--- config.mk ---
export PLATFORM = sky130hd
export DESIGN_NAME = rifl_decode
export DESIGN_NICKNAME = d
export VERILOG_FILES = /design/src/rtl/rifl_decode.sv
export SDC_FILE = /design/constraint.sdc
export NUM_CORES = 2
export LEC_CHECK = 0
export CORE_MARGIN = 4
export CORE_UTILIZATION = 45
export DETAILED_ROUTE_END_ITERATION = 6
export PLACE_DENSITY = 0.75
export SKIP_LAST_GASP = 1
export SLEW_MARGIN = 0
export SYNTH_ARGS = -nofsm -noshare
export SYNTH_HDL_FRONTEND = slang
export SYNTH_SLANG_ARGS = --single-unit
--- constraint.sdc ---
create_clock -name clk -period 2.6 [get_ports clk]
set_input_delay 0.78 -clock clk [delete_from_list [all_inputs] [get_ports clk]]
set_output_delay 0.78 -clock clk [all_outputs]
set_load 0.01 [all_outputs]
--- src/rtl/rifl_decode.sv ---
// RIFL RX lane decoder: strips meta, rebuilds tkeep/tlast, buffers words in a small FIFO.
// Define RIFL_DECODE_STATS_EN to add packet/word/drop statistics counters.
module rifl_decode #(
   parameter int PAYLOAD_WIDTH = 240,
   parameter int FIFO_DEPTH    = 4
) (
   input  logic                           clk,
   input  logic                           rst_n,
   input  logic [PAYLOAD_WIDTH+1:0]       rifl_rx_payload,
   input  logic                           rifl_rx_valid,
   output logic [PAYLOAD_WIDTH-1:0]       rx_lane_tdata,
   output logic [PAYLOAD_WIDTH/8-1:0]     rx_lane_tkeep,
   output logic                           rx_lane_tlast,
   output logic                           rx_lane_tvalid,
   input  logic                           rx_lane_tready,
   output logic                           rx_overflow,
   output logic                           rx_frame_err,
   input  logic                           rx_err_clr
`ifdef RIFL_DECODE_STATS_EN
   ,
   output logic [31:0]                    rx_pkt_cnt,
   output logic [31:0]                    rx_word_cnt,
   output logic [15:0]                    rx_drop_cnt
`endif
);
   localparam int NB = PAYLOAD_WIDTH / 8;
   localparam int AW = (FIFO_DEPTH > 1) ? $clog2(FIFO_DEPTH) : 1;
   localparam logic [8:0]  NB_L    = 9'(NB);
   localparam logic [AW:0] DEPTH_L = (AW+1)'(FIFO_DEPTH);

   typedef enum logic {ST_IDLE = 1'b0, ST_IN_PKT = 1'b1} state_t;

   logic [PAYLOAD_WIDTH-1:0] r_mem_data [FIFO_DEPTH];
   logic [NB-1:0]            r_mem_keep [FIFO_DEPTH];
   logic                     r_mem_last [FIFO_DEPTH];
   logic [AW-1:0]            r_wr_ptr, r_rd_ptr;
   logic [AW:0]              r_count;
   logic                     r_tvalid, r_overflow, r_frame_err;
   state_t                   r_state;

   logic [1:0]               w_meta;
   logic [PAYLOAD_WIDTH-1:0] w_data, w_dat_out;
   logic [7:0]               w_cnt;
   logic [NB-1:0]            w_keep;
   logic                     w_last, w_wr, w_ferr, w_full, w_rd, w_push, w_ovf;
   logic [AW:0]              w_count_nxt;

   // Decode the meta field into a candidate FIFO word or a frame error
   always_comb begin
      w_meta    = rifl_rx_payload[PAYLOAD_WIDTH+1:PAYLOAD_WIDTH];
      w_data    = rifl_rx_payload[PAYLOAD_WIDTH-1:0];
      w_cnt     = w_data[7:0];
      w_dat_out = w_data;
      w_keep    = {NB{1'b1}};
      w_last    = 1'b0;
      w_wr      = 1'b0;
      w_ferr    = 1'b0;
      case (w_meta)
         2'b01: w_wr = rifl_rx_valid;
         2'b11: begin
            w_wr   = rifl_rx_valid;
            w_last = 1'b1;
         end
         2'b10: begin
            w_last = 1'b1;
            // byte 0 carries the valid-byte count; valid bytes are packed at the top
            if ((w_cnt != 8'd0) && ({1'b0, w_cnt} < NB_L)) begin
               w_wr      = rifl_rx_valid;
               w_keep    = ~({NB{1'b1}} >> w_cnt);
               w_dat_out = {w_data[PAYLOAD_WIDTH-1:8], 8'd0};
            end else begin
               w_ferr = rifl_rx_valid;
            end
         end
         default: w_wr = 1'b0;
      endcase
   end

   // FIFO handshake: a read in the same cycle frees room for a write into a full FIFO
   always_comb begin
      w_full = (r_count == DEPTH_L);
      w_rd   = r_tvalid & rx_lane_tready;
      w_push = w_wr & (~w_full | w_rd);
      w_ovf  = w_wr & w_full & ~w_rd;
      if (w_push && !w_rd) begin
         w_count_nxt = r_count + 1'b1;
      end else if (w_rd && !w_push) begin
         w_count_nxt = r_count - 1'b1;
      end else begin
         w_count_nxt = r_count;
      end
   end

   // FIFO storage, pointers and occupancy
   always_ff @(posedge clk or negedge rst_n) begin
      if (!rst_n) begin
         for (int i = 0; i < FIFO_DEPTH; i++) begin
            r_mem_data[i] <= '0;
            r_mem_keep[i] <= '0;
            r_mem_last[i] <= 1'b0;
         end
         r_wr_ptr <= '0;
         r_rd_ptr <= '0;
         r_count  <= '0;
         r_tvalid <= 1'b0;
      end else begin
         if (w_push) begin
            r_mem_data[r_wr_ptr] <= w_dat_out;
            r_mem_keep[r_wr_ptr] <= w_keep;
            r_mem_last[r_wr_ptr] <= w_last;
            r_wr_ptr             <= r_wr_ptr + 1'b1;
         end
         if (w_rd) begin
            r_rd_ptr <= r_rd_ptr + 1'b1;
         end
         r_count  <= w_count_nxt;
         r_tvalid <= (w_count_nxt != '0);
      end
   end

   // Sticky error flags; a new event wins over a same-cycle clear
   always_ff @(posedge clk or negedge rst_n) begin
      if (!rst_n) begin
         r_overflow  <= 1'b0;
         r_frame_err <= 1'b0;
      end else begin
         r_overflow  <= w_ovf  | (r_overflow  & ~rx_err_clr);
         r_frame_err <= w_ferr | (r_frame_err & ~rx_err_clr);
      end
   end

   // Packet boundary tracker; any dropped word resynchronises to IDLE
   always_ff @(posedge clk or negedge rst_n) begin
      if (!rst_n) begin
         r_state <= ST_IDLE;
      end else if (w_ferr || (w_wr && !w_push)) begin
         r_state <= ST_IDLE;
      end else if (w_push) begin
         case (r_state)
            ST_IDLE:   r_state <= w_last ? ST_IDLE : ST_IN_PKT;
            ST_IN_PKT: r_state <= w_last ? ST_IDLE : ST_IN_PKT;
            default:   r_state <= ST_IDLE;
         endcase
      end else begin
         r_state <= r_state;
      end
   end

   assign rx_lane_tdata  = r_mem_data[r_rd_ptr];
   assign rx_lane_tkeep  = r_mem_keep[r_rd_ptr];
   assign rx_lane_tlast  = r_mem_last[r_rd_ptr];
   assign rx_lane_tvalid = r_tvalid;
   assign rx_overflow    = r_overflow;
   assign rx_frame_err   = r_frame_err;

`ifdef RIFL_DECODE_STATS_EN
   logic [31:0] r_pkt_cnt, r_word_cnt;
   logic [15:0] r_drop_cnt;

   // Saturating statistics counters, cleared together with the sticky flags
   always_ff @(posedge clk or negedge rst_n) begin
      if (!rst_n) begin
         r_pkt_cnt  <= 32'd0;
         r_word_cnt <= 32'd0;
         r_drop_cnt <= 16'd0;
      end else if (rx_err_clr) begin
         r_pkt_cnt  <= 32'd0;
         r_word_cnt <= 32'd0;
         r_drop_cnt <= 16'd0;
      end else begin
         if (w_push && w_last && (r_pkt_cnt != 32'hFFFF_FFFF)) begin
            r_pkt_cnt <= r_pkt_cnt + 32'd1;
         end
         if (w_push && (r_word_cnt != 32'hFFFF_FFFF)) begin
            r_word_cnt <= r_word_cnt + 32'd1;
         end
         if ((w_ferr || w_ovf) && (r_drop_cnt != 16'hFFFF)) begin
            r_drop_cnt <= r_drop_cnt + 16'd1;
         end
      end
   end

   assign rx_pkt_cnt  = r_pkt_cnt;
   assign rx_word_cnt = r_word_cnt;
   assign rx_drop_cnt = r_drop_cnt;
`endif

endmodule

======== Word level (Yosys, flattened, before mapping) ========
Cells that the tools add are included.
word-level totals
  input bits .............................. 247
  output and inout bits ................... 274
  flip-flop bits (word level) ............. 1094
  logic and storage cells ................. 85
cells by class
  multiplexer cells ....................... 29
  add/sub/neg operators ................... 4
  bitwise gates (word level) .............. 15
  shift-type cells ........................ 1
  eq/ne operators ......................... 4
  reductions and logical operators ........ 10
  $lt $le $gt $ge ......................... 4
operator list
  operator                                                               number
  960-bit bitwise mux                                                    1
  240-bit two-way mux                                                    3
  240-bit binary-select mux with 2-bit select                            1
  240-bit demux with 2-bit select                                        1
  30-bit two-way mux                                                     5
  120-bit bitwise mux                                                    1
  30-bit binary-select mux with 2-bit select                             1
  30-bit demux with 2-bit select                                         1
  30-bit inverter                                                        1
  30-bit by 8-bit right shift with 30-bit output (first input constant)  1
  8-bit two-way mux                                                      2
  8-bit by 5-bit < comparator with 1-bit output (second input constant)  1
  8-bit nonzero test                                                     1
  1-bit two-way mux                                                      7
  1-bit bitwise AND                                                      6
  3-bit greater-or-equal comparator (second input constant)              2
  3-bit two-way mux                                                      2
  2-bit inverter with 3-bit output                                       2
  2-bit by 1-bit adder with 2-bit output (second input constant)         2
  4-bit bitwise mux                                                      1
  2-bit equality test (second input constant)                            2
  1-bit logical AND                                                      4
  2-bit OR reduction                                                     2
  3-bit by 1-bit adder with 3-bit output (second input constant)         1
  11 further kinds                                                       16

======== Logic depth before layout (Yosys ltp) ========
  word-level depth ........................ 10
  depth in mapped cells ................... 10
  depth with buffers taken out ............ 6

======== Worst setup path after synthesis ========
Ideal clock, no wire load.
  kind .................................... input -> register
  from .................................... in rifl_rx_payload[1]
  to ...................................... reg r_mem_data[877] in the netlist's numbering
  stages .................................. 8
  setup slack ............................. -0.326 ns
  data required time ...................... 2.475 ns
  library setup time ...................... 0.125 ns
  data arrival time ....................... 2.801 ns
  buffers on the path ..................... 4
  cells stage by stage .................... buf_2 -> or4_4 -> o2111a_1 -> buf_4 -> o2111ai_4 -> buf_6 -> buf_6 -> mux2_2
between the ends
  word-level cells in the longest chain between the ends .. 5
  elaborated cells on any way between the ends .. 6
  those cells by class .................... order compare: 1; mux: 2; bitwise: 1; reduce/logical: 2
RTL lines
  element                                                                                     line  RTL
  from (decl)                                                                                 9     input logic [PAYLOAD_WIDTH+1:0] rifl_rx_payload,
  8-bit by 5-bit < comparator with 1-bit output / 8-bit nonzero test (equally long branches)  67    if ((w_cnt != 8'd0) && ({1'b0, w_cnt} < NB_L)) begin
  1-bit logical AND *                                                                         67
  1-bit two-way mux *                                                                         67
  1-bit one-hot mux with 2 select lines *                                                     58    case (w_meta)
  1-bit bitwise AND *                                                                         83    w_push = w_wr & (~w_full | w_rd);
  to (signal, indexed assignment)                                                             108   r_mem_data[r_wr_ptr] <= w_dat_out;
  to (decl)                                                                                   33    logic [PAYLOAD_WIDTH-1:0] r_mem_data [FIFO_DEPTH];
Mark *: on every way between the ends. The rest lies on a longest branch, timed or not.
A chain may end at the register's enable or synchronous reset.

======== Worst setup path in the final report ========
  from .................................... reg r_rd_ptr[0]
  to ...................................... out rx_lane_tdata[65]
between the ends
  word-level cells in the longest chain between the ends .. 4
RTL lines
  element                                                  line  RTL
  from (decl)                                              36    logic [AW-1:0] r_wr_ptr, r_rd_ptr;
  from (signal assigned)                                   114   r_rd_ptr <= r_rd_ptr + 1'b1;
  2-bit inverter with 3-bit output (implied by the code)   149   assign rx_lane_tdata = r_mem_data[r_rd_ptr];
  240-bit binary-select mux with 2-bit select              149
  240-bit two-way mux (implied by the code) (2 in series)  149
  to (decl)                                                11    output logic [PAYLOAD_WIDTH-1:0] rx_lane_tdata,
No other way between the ends. The select of a mux whose other input is x is not followed.

==> impl_metrics.csv <==
group,metric,value,unit
floorplan,row_count,119,
place,gp_congestion,0.800,
synthesis,ys_warn_count,0,
routing,drc,0,
routing,dr.pass1.iters,4,
place,placed_area,56600,µm²
finish,finalNonFillerCells,5092,
worst_hold_path,holdPathStages,1,
finish,syn_to_final_growth,26.5,%
grt,grt_usage,20.7,%
routing,vias,27730,
finish,layout_commonest_cell,"dfrtp_1",
power_and_ir_drop,static-leakage-power,26.4,nW
finish,final_cell_area,60300,µm²
floorplan,start_util,45.3,%
worst_setup_path,required,1.82,ns
place,port_buffers,520,
worst_setup_path,startpoint_type,"flip-flop",
synthesis,yosys-top-cells-area,"dfrtp_1 57%, mux2_2 21%, mux4_2 13%, buf_6 2.1%, o21ai_0 1.4%",
routing,drtIter0Drc,1474,
timing,hold_violations,0,
power_and_ir_drop,p_int,57.5,mW
floorplan,core_area,105000,µm²
power_and_ir_drop,power.density,1380,nW/µm²
synthesis,yosysSeqAreaShare,57.4,%
timing,skew,0.0340,ns
timing,tightestPinTransition,0.643,ns
timing,period_needed,3.52,ns
timing,tns,-478.33,ns
timing,finalSetupViolCount,1344,
synthesis,synth-main-ff-cell,"dfrtp_1",
grt,antenna_found_initial,10,
timing,slew_headroom,57.2,%
power_and_ir_drop,p_seq_share,36.0,%
floorplan,dieArea,111000,µm²
grt,grt_pass1_wl,181000,µm
worst_hold_path,hold_end,"r_mem_keep[59]",
clocking,h-tree-depth,3,
finish,final_cell_mix,"1,092 x dfrtp_1, 769 x mux2_2, 484 x clkdlybuf4s50_1",
clocking,numCtsBuffers,114,
timing,clock.fmax,0.284,GHz
finish,fill_cells,8169,
synthesis,ys_seq_elements,1094,
floorplan,io_pins,521,
status,violations,"negative setup slack",
power_and_ir_drop,vdd_drop_max,0.000907,V
timing,drv_slew,0,
timing,fin_ws,-0.918,ns
routing,routed_wirelength,115000,µm
synthesis,synthArstFlopShare,100,%
synthesis,netlist.area_leader.share,57.4,%
worst_hold_path,hold_path_class,"flip-flop to flip-flop",
worst_setup_path,criticalPathCategory,"flip-flop to output port",
synthesis,ys_types,47,
floorplan,die_h,333,µm
synthesis,synthesis.nets,3176,
place,dp_cells,4878,
clocking,cts_tree,"yes",
power_and_ir_drop,combinationalPowerShare,45.1,%
flow_run,cap_violations,0,
clocking,clock_latency,0.69,ns
worst_setup_path,path_max_fanout,23,
routing,vias_per_cell,5.45,
worst_hold_path,min_from,"r_mem_keep[59]",
clocking,cts.sinks,1094,
timing,period_share,135,%
clocking,clkTransAtPathRegs,0.06,ns
power_and_ir_drop,swShare,30.9,%
synthesis,syn-mean-instance-area,16.3,µm²
synthesis,synth_cells,2922,
clocking,cts_buffer_depth,3,
worst_setup_path,regToRegStartpoint,"r_count[0]",
routing,wire_per_inst,22.5,µm
grt,grt_pass1_vias,30315,
place,hpwlAfterDp,80800,µm
power_and_ir_drop,power_frac_clock,18.9,%
routing,ant_nets,0,
worst_setup_path,r2r_slack,0.42,ns
worst_setup_path,r2r_cells,8,
synthesis,syn-cell-area,47700,µm²
worst_setup_path,reg2reg_to,"r_mem_data[524]",
power_and_ir_drop,power,83.2,mW
worst_setup_path,arrival,2.74,ns
finish,drive_gt1_share,43.7,%
timing,rsz0062_at_grt,"yes",
finish,nets,3858,
power_and_ir_drop,netSwitchingPower,25.7,mW
clocking,clockRootBuffer,"clkbuf_16",
synthesis,synth_edf_count,0,
worst_setup_path,end_kind,"output port",
floorplan,die_width,333,µm
grt,grt_start_max_net_pins,102,
synthesis,synth_area_leader_cell,"dfrtp_1",
status,status,"complete, but fails checks",
grt,globalRouteOverflowTotal,0,
==> cells in the mapped netlist (7+ instances only) <==
master	number
clkbuf_1	41
mux2_2	887
o21ai_0	136
ha_1	7
dfrtp_1	1094
nand2_1	156
mux2_1	56
o21ai_1	7
buf_1	41
mux4_2	271
buf_6	89
buf_2	32
nor2_1	14
a21oi_1	15
inv_1	9
==> critical path, stage by stage, from the launching register on <==
cell             delay, ns
dfrtp_4               0.46
buf_12                0.23
buf_12                0.20
mux4_2                0.54
clkdlybuf4s50_1       0.54
==> registers in the layout (all words and copies together) (netlist names) <==
name and cells:
r_wr_ptr 2, rx_lane_tvalid 1, r_mem_data 960, rx_overflow 1, r_mem_keep 120, r_mem_last 4
rx_frame_err 1, r_rd_ptr 2, r_count 3
==> power groups by stage <==
| stage | registers [mW] | clock network, mW | logic, mW |
|---|---|---|---|
| after floorplan | 28.5 | 0 | 22.1 |
| after global placement | 29.6 | 0 | 37.4 |
| after detailed placement | 30.1 | 0 | 38.0 |
| after CTS | 29.9 | 16.3 | 38.1 |
| after global routing | 30.8 | 16.9 | 40.1 |
| final | 29.9 | 15.8 | 37.5 |
==> worst max-delay path by stage <==
stage / end / startpoint / slack, ns / cells past startpoint
global placement: r_mem_data[497] / rifl_rx_payload[1] / -1.01 / 7
floorplan: r_mem_data[788] / rifl_rx_payload[1] / -0.26 / 8
global route: rx_lane_tdata[65] / r_rd_ptr[0] / -1.01 / 4
CTS: rx_lane_tdata[65] / r_rd_ptr[0] / -0.99 / 4
detailed placement: r_mem_data[558] / rifl_rx_payload[1] / -1.06 / 7
finish: rx_lane_tdata[65] / r_rd_ptr[0] / -0.92 / 4
==> per-stage QoR <==
step	util [%]	hold WS (ns)	worst slack [ns]
4_1_cts	57.2	0.468	-0.986
3_3_place_gp	53.8	0.446	-1.01
6_report	57.3	0.472	-0.918
2_1_floorplan	-	0.429	-0.261
3_5_place_dp	53.8	0.454	-1.06
5_1_grt	57.3	0.491	-1.01
==> per-layer routing <==
metal,wire length (µm),vias to the layer above,track usage [%],part of all wire [%]
met5,81,-,0,0.071
met4,3050,14,5.70,2.7
met3,8790,187,6.88,7.7
met2,54600,628,32.9,48
met1,48200,14700,27.3,42
li1,-,12201,-,-
==> cell type report <==
| type | count | area (µm²) | share of cell area [%] |
|---|---|---|---|
| multi-input cells | 1612 | 19200 | 31.8 |
| well taps | 1391 | 1740 | 2.89 |
| inverters | 9 | 33.8 | 0.0560 |
| diodes | 5 | 12.5 | 0.0207 |
| flip-flops and latches | 1094 | 27400 | 45.4 |
| repair buffers | 773 | 8320 | 13.8 |
| clock inverters | 47 | 379 | 0.628 |
| clock buffers | 161 | 3250 | 5.39 |
==> cell families after synthesis <==
kind of cell	count (synthesis)	share of synthesized area, %
mux	1214	35.1
buf+inv	216	3.22
compound gates	182	2.22
flops	1094	57.4
xor+xnor	5	0.0919
simple gates	204	1.78
fa+ha+maj	7	0.184
==> what timing repair did <==
| action | CTS | global route |
|---|---|---|
| gates resized for setup | 7 | 17 |
| buffers inserted | 0 | 0 |
| gates cloned | 0 | 0 |
| endpoints found under the setup margin | 1326 | 1354 |
| hold buffers | 1 | 0 |
| endpoints found under the hold margin | 16 | 0 |
No activity file was read; power rests on OpenSTA's default activity.
